### src/rtl/echo_cancel_sub.sv
// rtl/echo_cancel_sub.sv - 3-tap echo estimate subtraction with saturating residual output
// Optional rounding of the echo estimate is enabled by defining ECS_ROUND_EN.
module echo_cancel_sub #(
    parameter int DATA_W    = 16,
    parameter int COEF_W    = 16,
    parameter int COEF_FRAC = 14,
    parameter int SATCNT_W  = 8
) (
    input  logic                       clk,
    input  logic                       rst,
    input  logic                       in_valid,
    output logic                       in_ready,
    input  logic signed [DATA_W-1:0]   far_sample,
    input  logic signed [DATA_W-1:0]   near_sample,
    input  logic signed [COEF_W-1:0]   coef_0,
    input  logic signed [COEF_W-1:0]   coef_1,
    input  logic signed [COEF_W-1:0]   coef_2,
    input  logic                       coef_load,
    output logic                       out_valid,
    input  logic                       out_ready,
    output logic signed [DATA_W-1:0]   out_sample,
    output logic [SATCNT_W-1:0]        sat_count
);
    localparam int PROD_W = DATA_W + COEF_W;
    localparam int SUM_W  = PROD_W + 2;
    localparam int EST_W  = SUM_W - COEF_FRAC;
    localparam int DIFF_W = EST_W + 1;
    localparam logic signed [DIFF_W-1:0] SAT_MAX = DIFF_W'((2 ** (DATA_W - 1)) - 1);
    localparam logic signed [DIFF_W-1:0] SAT_MIN = ~SAT_MAX;

    logic signed [COEF_W-1:0] r_c0, r_c1, r_c2;
    logic signed [DATA_W-1:0] r_x0, r_x1, r_x2;
    logic signed [DATA_W-1:0] r_s1_near, r_s2_near;
    logic                     r_s1_valid, r_s2_valid;
    logic signed [PROD_W-1:0] r_p0, r_p1, r_p2;
    logic                     r_out_valid;
    logic signed [DATA_W-1:0] r_out_sample;
    logic [SATCNT_W-1:0]      r_sat_count;

    logic                     w_advance;
    logic                     w_xfer;
    logic signed [PROD_W-1:0] w_p0, w_p1, w_p2;
    logic signed [SUM_W-1:0]  w_sum, w_sum_rnd;
    logic signed [EST_W-1:0]  w_est;
    logic signed [DIFF_W-1:0] w_diff;
    logic                     w_clip_hi, w_clip_lo;
    logic signed [DATA_W-1:0] w_res;

    assign w_advance = !r_out_valid || out_ready;
    assign w_xfer    = in_valid && w_advance;
    assign in_ready  = w_advance;

    // The history register set always describes the sample sitting in S1.
    assign w_p0 = $signed({{COEF_W{r_x0[DATA_W-1]}}, r_x0}) * $signed({{DATA_W{r_c0[COEF_W-1]}}, r_c0});
    assign w_p1 = $signed({{COEF_W{r_x1[DATA_W-1]}}, r_x1}) * $signed({{DATA_W{r_c1[COEF_W-1]}}, r_c1});
    assign w_p2 = $signed({{COEF_W{r_x2[DATA_W-1]}}, r_x2}) * $signed({{DATA_W{r_c2[COEF_W-1]}}, r_c2});

    assign w_sum = $signed({{2{r_p0[PROD_W-1]}}, r_p0}) + $signed({{2{r_p1[PROD_W-1]}}, r_p1})
                 + $signed({{2{r_p2[PROD_W-1]}}, r_p2});
`ifdef ECS_ROUND_EN
    assign w_sum_rnd = w_sum + $signed(SUM_W'(1) << (COEF_FRAC - 1));
`else
    assign w_sum_rnd = w_sum;
`endif
    assign w_est  = EST_W'(w_sum_rnd >>> COEF_FRAC);
    assign w_diff = $signed({{(DIFF_W - DATA_W){r_s2_near[DATA_W-1]}}, r_s2_near})
                  - $signed({w_est[EST_W-1], w_est});

    assign w_clip_hi = (w_diff > SAT_MAX);
    assign w_clip_lo = (w_diff < SAT_MIN);

    always_comb begin
        w_res = DATA_W'(w_diff);
        if (w_clip_hi) begin
            w_res = SAT_MAX[DATA_W-1:0];
        end else if (w_clip_lo) begin
            w_res = SAT_MIN[DATA_W-1:0];
        end
    end

    always_ff @(posedge clk) begin
        if (rst) begin
            r_c0 <= '0;
            r_c1 <= '0;
            r_c2 <= '0;
        end else if (coef_load) begin
            r_c0 <= coef_0;
            r_c1 <= coef_1;
            r_c2 <= coef_2;
        end
    end

    always_ff @(posedge clk) begin
        if (rst) begin
            r_x0         <= '0;
            r_x1         <= '0;
            r_x2         <= '0;
            r_s1_near    <= '0;
            r_s1_valid   <= 1'b0;
            r_p0         <= '0;
            r_p1         <= '0;
            r_p2         <= '0;
            r_s2_near    <= '0;
            r_s2_valid   <= 1'b0;
            r_out_valid  <= 1'b0;
            r_out_sample <= '0;
            r_sat_count  <= '0;
        end else if (w_advance) begin
            r_s1_valid <= w_xfer;
            if (w_xfer) begin
                r_x2      <= r_x1;
                r_x1      <= r_x0;
                r_x0      <= far_sample;
                r_s1_near <= near_sample;
            end
            r_s2_valid <= r_s1_valid;
            if (r_s1_valid) begin
                r_p0      <= w_p0;
                r_p1      <= w_p1;
                r_p2      <= w_p2;
                r_s2_near <= r_s1_near;
            end
            r_out_valid <= r_s2_valid;
            if (r_s2_valid) begin
                r_out_sample <= w_res;
                if ((w_clip_hi || w_clip_lo) && (r_sat_count != '1)) begin
                    r_sat_count <= r_sat_count + SATCNT_W'(1);
                end
            end
        end
    end

    assign out_valid  = r_out_valid;
    assign out_sample = r_out_sample;
    assign sat_count  = r_sat_count;
endmodule

### config.mk
export PLATFORM = sky130hd
export DESIGN_NAME = echo_cancel_sub
export DESIGN_NICKNAME = d
export VERILOG_FILES = /design/src/rtl/echo_cancel_sub.sv
export SDC_FILE = /design/constraint.sdc
export NUM_CORES = 2
export LEC_CHECK = 0
export CAP_MARGIN = 10
export CORE_MARGIN = 5
export CORE_UTILIZATION = 55
export DETAILED_ROUTE_END_ITERATION = 6
export PLACE_DENSITY = 0.71
export SLEW_MARGIN = 25
export SYNTH_ARGS = -nofsm -noshare
export SYNTH_HDL_FRONTEND = slang
export SYNTH_SLANG_ARGS = --single-unit
### constraint.sdc
create_clock -name clk -period 10.91 [get_ports clk]
set_input_delay 2.182 -clock clk [delete_from_list [all_inputs] [get_ports clk]]
set_output_delay 2.182 -clock clk [all_outputs]
set_load 0.005 [all_outputs]
=== Word-level counts from Yosys, hierarchy flattened ===
Cells that the tools add are included.

* Register bits after elaboration: 251
* Output and inout bits: 26
* Word-level logic and storage cells: 37

* Add/subtract/negate cells: 4
* Multiply operators: 3
* Order comparisons: 2
* Equality and inequality tests: 1
* Mux-type cells: 2
* Reductions and logical operators: 9

{| class="wikitable"
|+ Operators with widths
! operator !! number
|-
| 16-bit by 16-bit multiplier with 32-bit output || 3
|-
| 33-bit by 32-bit adder with 34-bit output || 1
|-
| 32-bit by 32-bit adder with 33-bit output || 1
|-
| 16-bit 2-to-1 mux || 2
|-
| 21-bit by 16-bit greater-than comparator with 1-bit output, second input constant || 1
|-
| 21-bit by 16-bit less-than comparator with 1-bit output, second input constant || 1
|-
| 16-bit by 20-bit subtractor with 21-bit output || 1
|-
| 8-bit by 1-bit adder with 8-bit output, second input constant || 1
|-
| 8-bit != test, second input constant || 1
|-
| 2-bit AND reduction || 3
|-
| 3-bit AND reduction || 1
|-
| 1-bit logical AND || 2
|-
| 1-bit logical OR || 2
|-
| 1-bit logical NOT || 1
|}

=== Longest topological paths before layout ===
* Depth after elaboration: 7
* Mapped depth: 27
* Depth with buffers taken out: 25

=== Worst setup path before layout ===
No wires, ideal clock.

* Kind: register -> register
* Start point: register r_x1[10]
* End point: register r_p1[26]
* Data arrival time: 6.378 ns
* Setup slack: 4.415 ns
* Cell stages (with the launch flop): 25
* Path buffers: 2
* Cell sequence: dfxtp_1 > clkbuf_1 > clkbuf_1 > nand2_1 > fa_1 > inv_1 > fa_1 > inv_1 > fa_1 > fa_1 > inv_1 > fa_1 > inv_1 > fa_1 > inv_1 > ha_1 > a21o_1 > a31o_2 > a311oi_1 > a21oi_1 > o41a_1 > and2_1 > o21ai_0 > or3b_1 > a32o_1

* Word-level cells in the longest chain between the ends: 1

{| class="wikitable"
|+ Ends and longest elaborated chain
! element !! RTL line !! text
|-
| start, declared || 32 || <nowiki>logic signed [DATA_W-1:0] r_x0, r_x1, r_x2;</nowiki>
|-
| start signal, assigned || 112 || <nowiki>r_x1 <= r_x0;</nowiki>
|-
| 16-bit by 16-bit multiplier with 32-bit output || 55 || <nowiki>assign w_p1 = $signed({{COEF_W{r_x1[DATA_W-1]}}, r_x1}) * $signed({{DATA_W{r_c1[COEF_W-1]}}, r_c1});</nowiki>
|-
| end signal, assigned || 119 || <nowiki>r_p1 <= w_p1;</nowiki>
|-
| end, declared || 35 || <nowiki>logic signed [PROD_W-1:0] r_p0, r_p1, r_p2;</nowiki>
|}

Every way passes these cells.
A chain may end at the register's enable or synchronous reset.

=== Final worst setup path ===
* Start point: register r_x0[6]
* End point: register r_p0[31]

* Word-level cells in the longest chain between the ends: 1

{| class="wikitable"
|+ Ends and longest elaborated chain
! element !! RTL line !! text
|-
| start, declared || 32 ||
|-
| start signal, assigned || 113 || <nowiki>r_x0 <= far_sample;</nowiki>
|-
| 16-bit by 16-bit multiplier with 32-bit output || 54 || <nowiki>assign w_p0 = $signed({{COEF_W{r_x0[DATA_W-1]}}, r_x0}) * $signed({{DATA_W{r_c0[COEF_W-1]}}, r_c0});</nowiki>
|-
| end signal, assigned || 118 || <nowiki>r_p0 <= w_p0;</nowiki>
|-
| end, declared || 35 ||
|}

Every way passes these cells.

==> impl_metrics.prom <==
# TYPE chip_impl_metric gauge
chip_impl_metric{name="placement.io_buffers",unit=""} 110
chip_impl_metric{name="num_io_pins",unit=""} 111
chip_impl_metric{name="vias_per_cell",unit=""} 5.43
chip_impl_metric{name="share_clk_of_total_power",unit=""} 0.334
chip_impl_metric{name="gr-total-overflow",unit=""} 0
chip_impl_metric{name="timing.slew.headroom",unit=""} 0.347
chip_impl_info{name="timing_worst_setup_path_type",value="flip-flop to flip-flop"} 1
chip_impl_metric{name="floorplan.die_area",unit="mm²"} 0.0801
chip_impl_metric{name="ant_nets",unit=""} 0
chip_impl_metric{name="synth_seq_cells",unit=""} 251
chip_impl_metric{name="grt_pass1_vias",unit=""} 31900
chip_impl_metric{name="postSynthAreaPerCell",unit="µm²"} 8.84
chip_impl_metric{name="drc_errors",unit=""} 0
chip_impl_metric{name="timing.critical_path.arrival",unit="ns"} 7.55
chip_impl_metric{name="grt_max_degree",unit=""} 106
chip_impl_metric{name="tightestPinTransition",unit="ns"} 0.980
chip_impl_metric{name="maxCapViolations",unit=""} 0
chip_impl_metric{name="detail_route.iter0.violations",unit=""} 1770
chip_impl_metric{name="final.setup.tns",unit="ns"} 0
chip_impl_metric{name="sequential_fraction_of_the_synthesis_area",unit=""} 0.123
chip_impl_metric{name="timing.final.max_slew_violations",unit=""} 0
chip_impl_info{name="hold_class",value="flip-flop to flip-flop"} 1
chip_impl_metric{name="routed-via-count",unit=""} 30300
chip_impl_info{name="most-common-layout-cells",value="sky130_fd_sc_hd__inv_1 (919), sky130_fd_sc_hd__fa_1 (818), sky130_fd_sc_hd__nand2_1 (764)"} 1
chip_impl_metric{name="proportion_of_register_bits_with_asynchronous_set_or_reset_after_synthesis",unit=""} 0
chip_impl_metric{name="layout-drive-gt1-share",unit=""} 0.0245
chip_impl_metric{name="synthToLayoutAreaGrowth",unit="%"} 6.77
chip_impl_metric{name="wl",unit="µm"} 101000
chip_impl_metric{name="die_x",unit="µm"} 283
chip_impl_metric{name="postCtsResizedCells",unit=""} 0
chip_impl_info{name="layout.cells.most_common",value="sky130_fd_sc_hd__inv_1"} 1
chip_impl_info{name="top_cells_by_area_synth",value="sky130_fd_sc_hd__fa_1 (40%), sky130_fd_sc_hd__dfxtp_1 (12%), sky130_fd_sc_hd__ha_1 (9.1%)"} 1
chip_impl_metric{name="power.share.switching",unit=""} 0.375
chip_impl_metric{name="syn-num-nets",unit=""} 5839
chip_impl_info{name="grt_setup_unrepaired",value="no"} 1
chip_impl_metric{name="power.share.sequential",unit=""} 0.317
chip_impl_metric{name="fin_cells",unit=""} 5581
chip_impl_metric{name="pwr-share-comb",unit=""} 0.349
chip_impl_metric{name="first_pass_grt_wire_length",unit="µm"} 167000
chip_impl_metric{name="synth-edff-count",unit=""} 0
chip_impl_metric{name="cellPowerDensity",unit="mW/mm²"} 78.2
chip_impl_metric{name="starting_utilization_of_the_core_area",unit=""} 0.553
chip_impl_metric{name="setup-violations-final",unit=""} 0
chip_impl_info{name="cts_tree",value="done"} 1
chip_impl_metric{name="cts.path.max_buffers",unit=""} 3
chip_impl_info{name="synth_ff_type",value="sky130_fd_sc_hd__dfxtp_1"} 1
chip_impl_metric{name="netlist_instances",unit=""} 4637
chip_impl_metric{name="core-area",unit="mm²"} 0.0742
chip_impl_metric{name="post-synth-top-area-fraction",unit=""} 0.399
chip_impl_metric{name="gpl_wtd_cong",unit=""} 0.895
chip_impl_metric{name="achievable_clock_frequency",unit="MHz"} 141
chip_impl_metric{name="period_needed",unit="ns"} 7.12
chip_impl_metric{name="clock_tree.htree_level_count",unit=""} 2
chip_impl_metric{name="dp.cells",unit=""} 5520
chip_impl_metric{name="cp_max_fo",unit=""} 18
chip_impl_metric{name="numnets_final",unit=""} 5789
chip_impl_metric{name="synth_area",unit="mm²"} 0.0410
chip_impl_metric{name="cts_post_setup_buffers_inserted",unit=""} 0
chip_impl_info{name="start_kind",value="flip-flop"} 1
chip_impl_metric{name="clk_transition_reported_paths",unit="ns"} 0.05
chip_impl_metric{name="grt_antenna_before_repair",unit=""} 0
chip_impl_info{name="run_status",value="complete, no violations"} 1
chip_impl_metric{name="postCtsHoldBufs",unit=""} 0
chip_impl_metric{name="layout_worst_path_cycle_share",unit=""} 0.652
chip_impl_metric{name="fin_skew",unit="ns"} 0.0304
chip_impl_metric{name="timing.critical_path.required",unit="ns"} 11.35
chip_impl_info{name="crit_path_end_kind",value="flip-flop"} 1
chip_impl_metric{name="synth_cell_type_count",unit=""} 77
chip_impl_metric{name="detailedRoute.firstPassIterationCount",unit=""} 5
chip_impl_metric{name="fp-row-count",unit=""} 100
chip_impl_metric{name="synthesis.yosys.warnings",unit=""} 0
chip_impl_metric{name="detailed_place_hpwl",unit="µm"} 81200
chip_impl_metric{name="intPower",unit="mW"} 2.14
chip_impl_metric{name="cellLeakagePower",unit="nW"} 19.4
chip_impl_metric{name="grt_util_all_layers",unit=""} 0.256
chip_impl_metric{name="filler_cell_count",unit=""} 6502
chip_impl_info{name="synth.largest_area_cell",value="sky130_fd_sc_hd__fa_1"} 1
chip_impl_metric{name="clock-sinks",unit=""} 251
chip_impl_metric{name="ir_worst_vdd",unit="mV"} 0.0975
chip_impl_metric{name="avgRoutedWirePerCell",unit="µm"} 18.1
chip_impl_metric{name="timing_hold_violations_final",unit=""} 0
chip_impl_metric{name="netSwitchingPower",unit="mW"} 1.28
chip_impl_metric{name="clock_latency",unit="ns"} 0.57
chip_impl_metric{name="die_span_in_y",unit="µm"} 283
chip_impl_info{name="root_buffer",value="sky130_fd_sc_hd__clkbuf_16"} 1
chip_impl_metric{name="numCtsBuffers",unit=""} 34
-- state kept, by name, indices dropped and copies added (netlist names) --
signal      count
out_sample     16
out_valid       1
r_c0           16
r_c1           16
r_c2           16
r_p0           32
r_p1           32
r_p2           32
r_s1_near      16
r_s1_valid      1
r_s2_near      16
r_s2_valid      1
r_x0           16
r_x1           16
r_x2           16
sat_count       8
-- routing by layer --
metal	routed length, µm	global-route usage	part of all wire
met4	3840	0.0829	0.038
met1	42700	0.345	0.42
met2	49500	0.436	0.49
met5	0	0	0
met3	5280	0.0331	0.052
-- Yosys cell counts (all sizes together) (16+ instances only) --
cell	n
a21oi	246
nor3	19
nand2b	64
o21a	20
xnor2	87
a21o	54
nor2	151
dfxtp	251
clkbuf	206
xor2	35
and2	314
ha	299
a31oi	20
o21ai	66
nand2	766
fa	818
inv	919
mux2i	52
nand3	25
a22o	16
nor2b	24
a211oi	22
-- stage by stage --
step	setup WS, ns	util	hold WS (ns)	power, mW	instance area [µm²]
finish	3.79	0.590	0.434	3.42	43800
global route	3.41	0.590	0.461	3.64	43800
CTS	3.86	0.590	0.438	3.45	43800
detailed placement	3.87	0.575	0.446	2.29	42700
global placement	4.06	0.575	0.439	2.26	42700
floorplan	4.41	-	0.420	1.93	41000
-- path summary, 6_finish.rpt --
| kind | startpoint | end | slack, ns | depth (start not counted) |
|---|---|---|---|---|
| setup reg to reg | r_x0[6] | r_p0[31] | 3.79 | 23 |
| hold reg to reg | r_s1_near[8] | r_s2_near[8] | 0.43 | 2 |
| setup / recovery | r_x0[6] | r_p0[31] | 3.79 | 23 |
| hold / removal | r_s1_near[8] | r_s2_near[8] | 0.43 | 2 |
-- cell type report --
type / instances / area [µm²] / share of cell area
Tap cell: 969 / 1210 / 0.0277
Antenna cell: 1 / 2.50 / 0.0000572
Multi-Input combinational cell: 3248 / 31700 / 0.724
Clock inverter: 17 / 200 / 0.00457
Clock buffer: 43 / 916 / 0.0209
Sequential cell: 251 / 5020 / 0.115
Timing Repair Buffer: 132 / 1270 / 0.0290
Inverter: 920 / 3450 / 0.0789
-- worst max-delay path: stages, from the launching register on --
cell and delay, ns:
sky130_fd_sc_hd__dfxtp_1 0.88, sky130_fd_sc_hd__nand2_1 0.16, sky130_fd_sc_hd__fa_1 0.54, sky130_fd_sc_hd__inv_1 0.05, sky130_fd_sc_hd__fa_1 0.48, sky130_fd_sc_hd__inv_1 0.06
sky130_fd_sc_hd__fa_1 0.50, sky130_fd_sc_hd__fa_1 0.55, sky130_fd_sc_hd__inv_1 0.05, sky130_fd_sc_hd__fa_1 0.47, sky130_fd_sc_hd__inv_1 0.05, sky130_fd_sc_hd__fa_1 0.48
sky130_fd_sc_hd__inv_1 0.04, sky130_fd_sc_hd__ha_1 0.37, sky130_fd_sc_hd__a21oi_1 0.10, sky130_fd_sc_hd__o21ai_0 0.20, sky130_fd_sc_hd__a31o_2 0.20, sky130_fd_sc_hd__nand3_1 0.09
sky130_fd_sc_hd__nor3_1 0.68, sky130_fd_sc_hd__a221oi_1 0.21, sky130_fd_sc_hd__a21oi_1 0.30, sky130_fd_sc_hd__nor2b_1 0.22, sky130_fd_sc_hd__mux2i_1 0.20, sky130_fd_sc_hd__o21ai_0 0.10
-- logic make-up (layout without fill, tap and decap cells) --
kind of cell / count (synthesis) / in the layout / share of synthesized area
and+or+nand+nor: 1411 / 1411 / 0.159
xor gates and xnor gates: 122 / 122 / 0.0261
DFF: 251 / 251 / 0.123
muxes: 59 / 59 / 0.0146
AOI/OAI and AO/OA: 539 / 539 / 0.0825
other: 0 / 1 / 0
adders and majority gates: 1117 / 1117 / 0.491
buffers and inverters: 1138 / 1112 / 0.105
-- power by group through the flow --
stage	clock network, mW	registers (mW)	logic, mW
finish	1.14	1.08	1.20
global route	1.21	1.09	1.34
CTS	1.17	1.08	1.20
detailed placement	0	1.10	1.19
global placement	0	1.10	1.16
floorplan	0	1.02	0.915
Power figures use the tool's default switching activity.
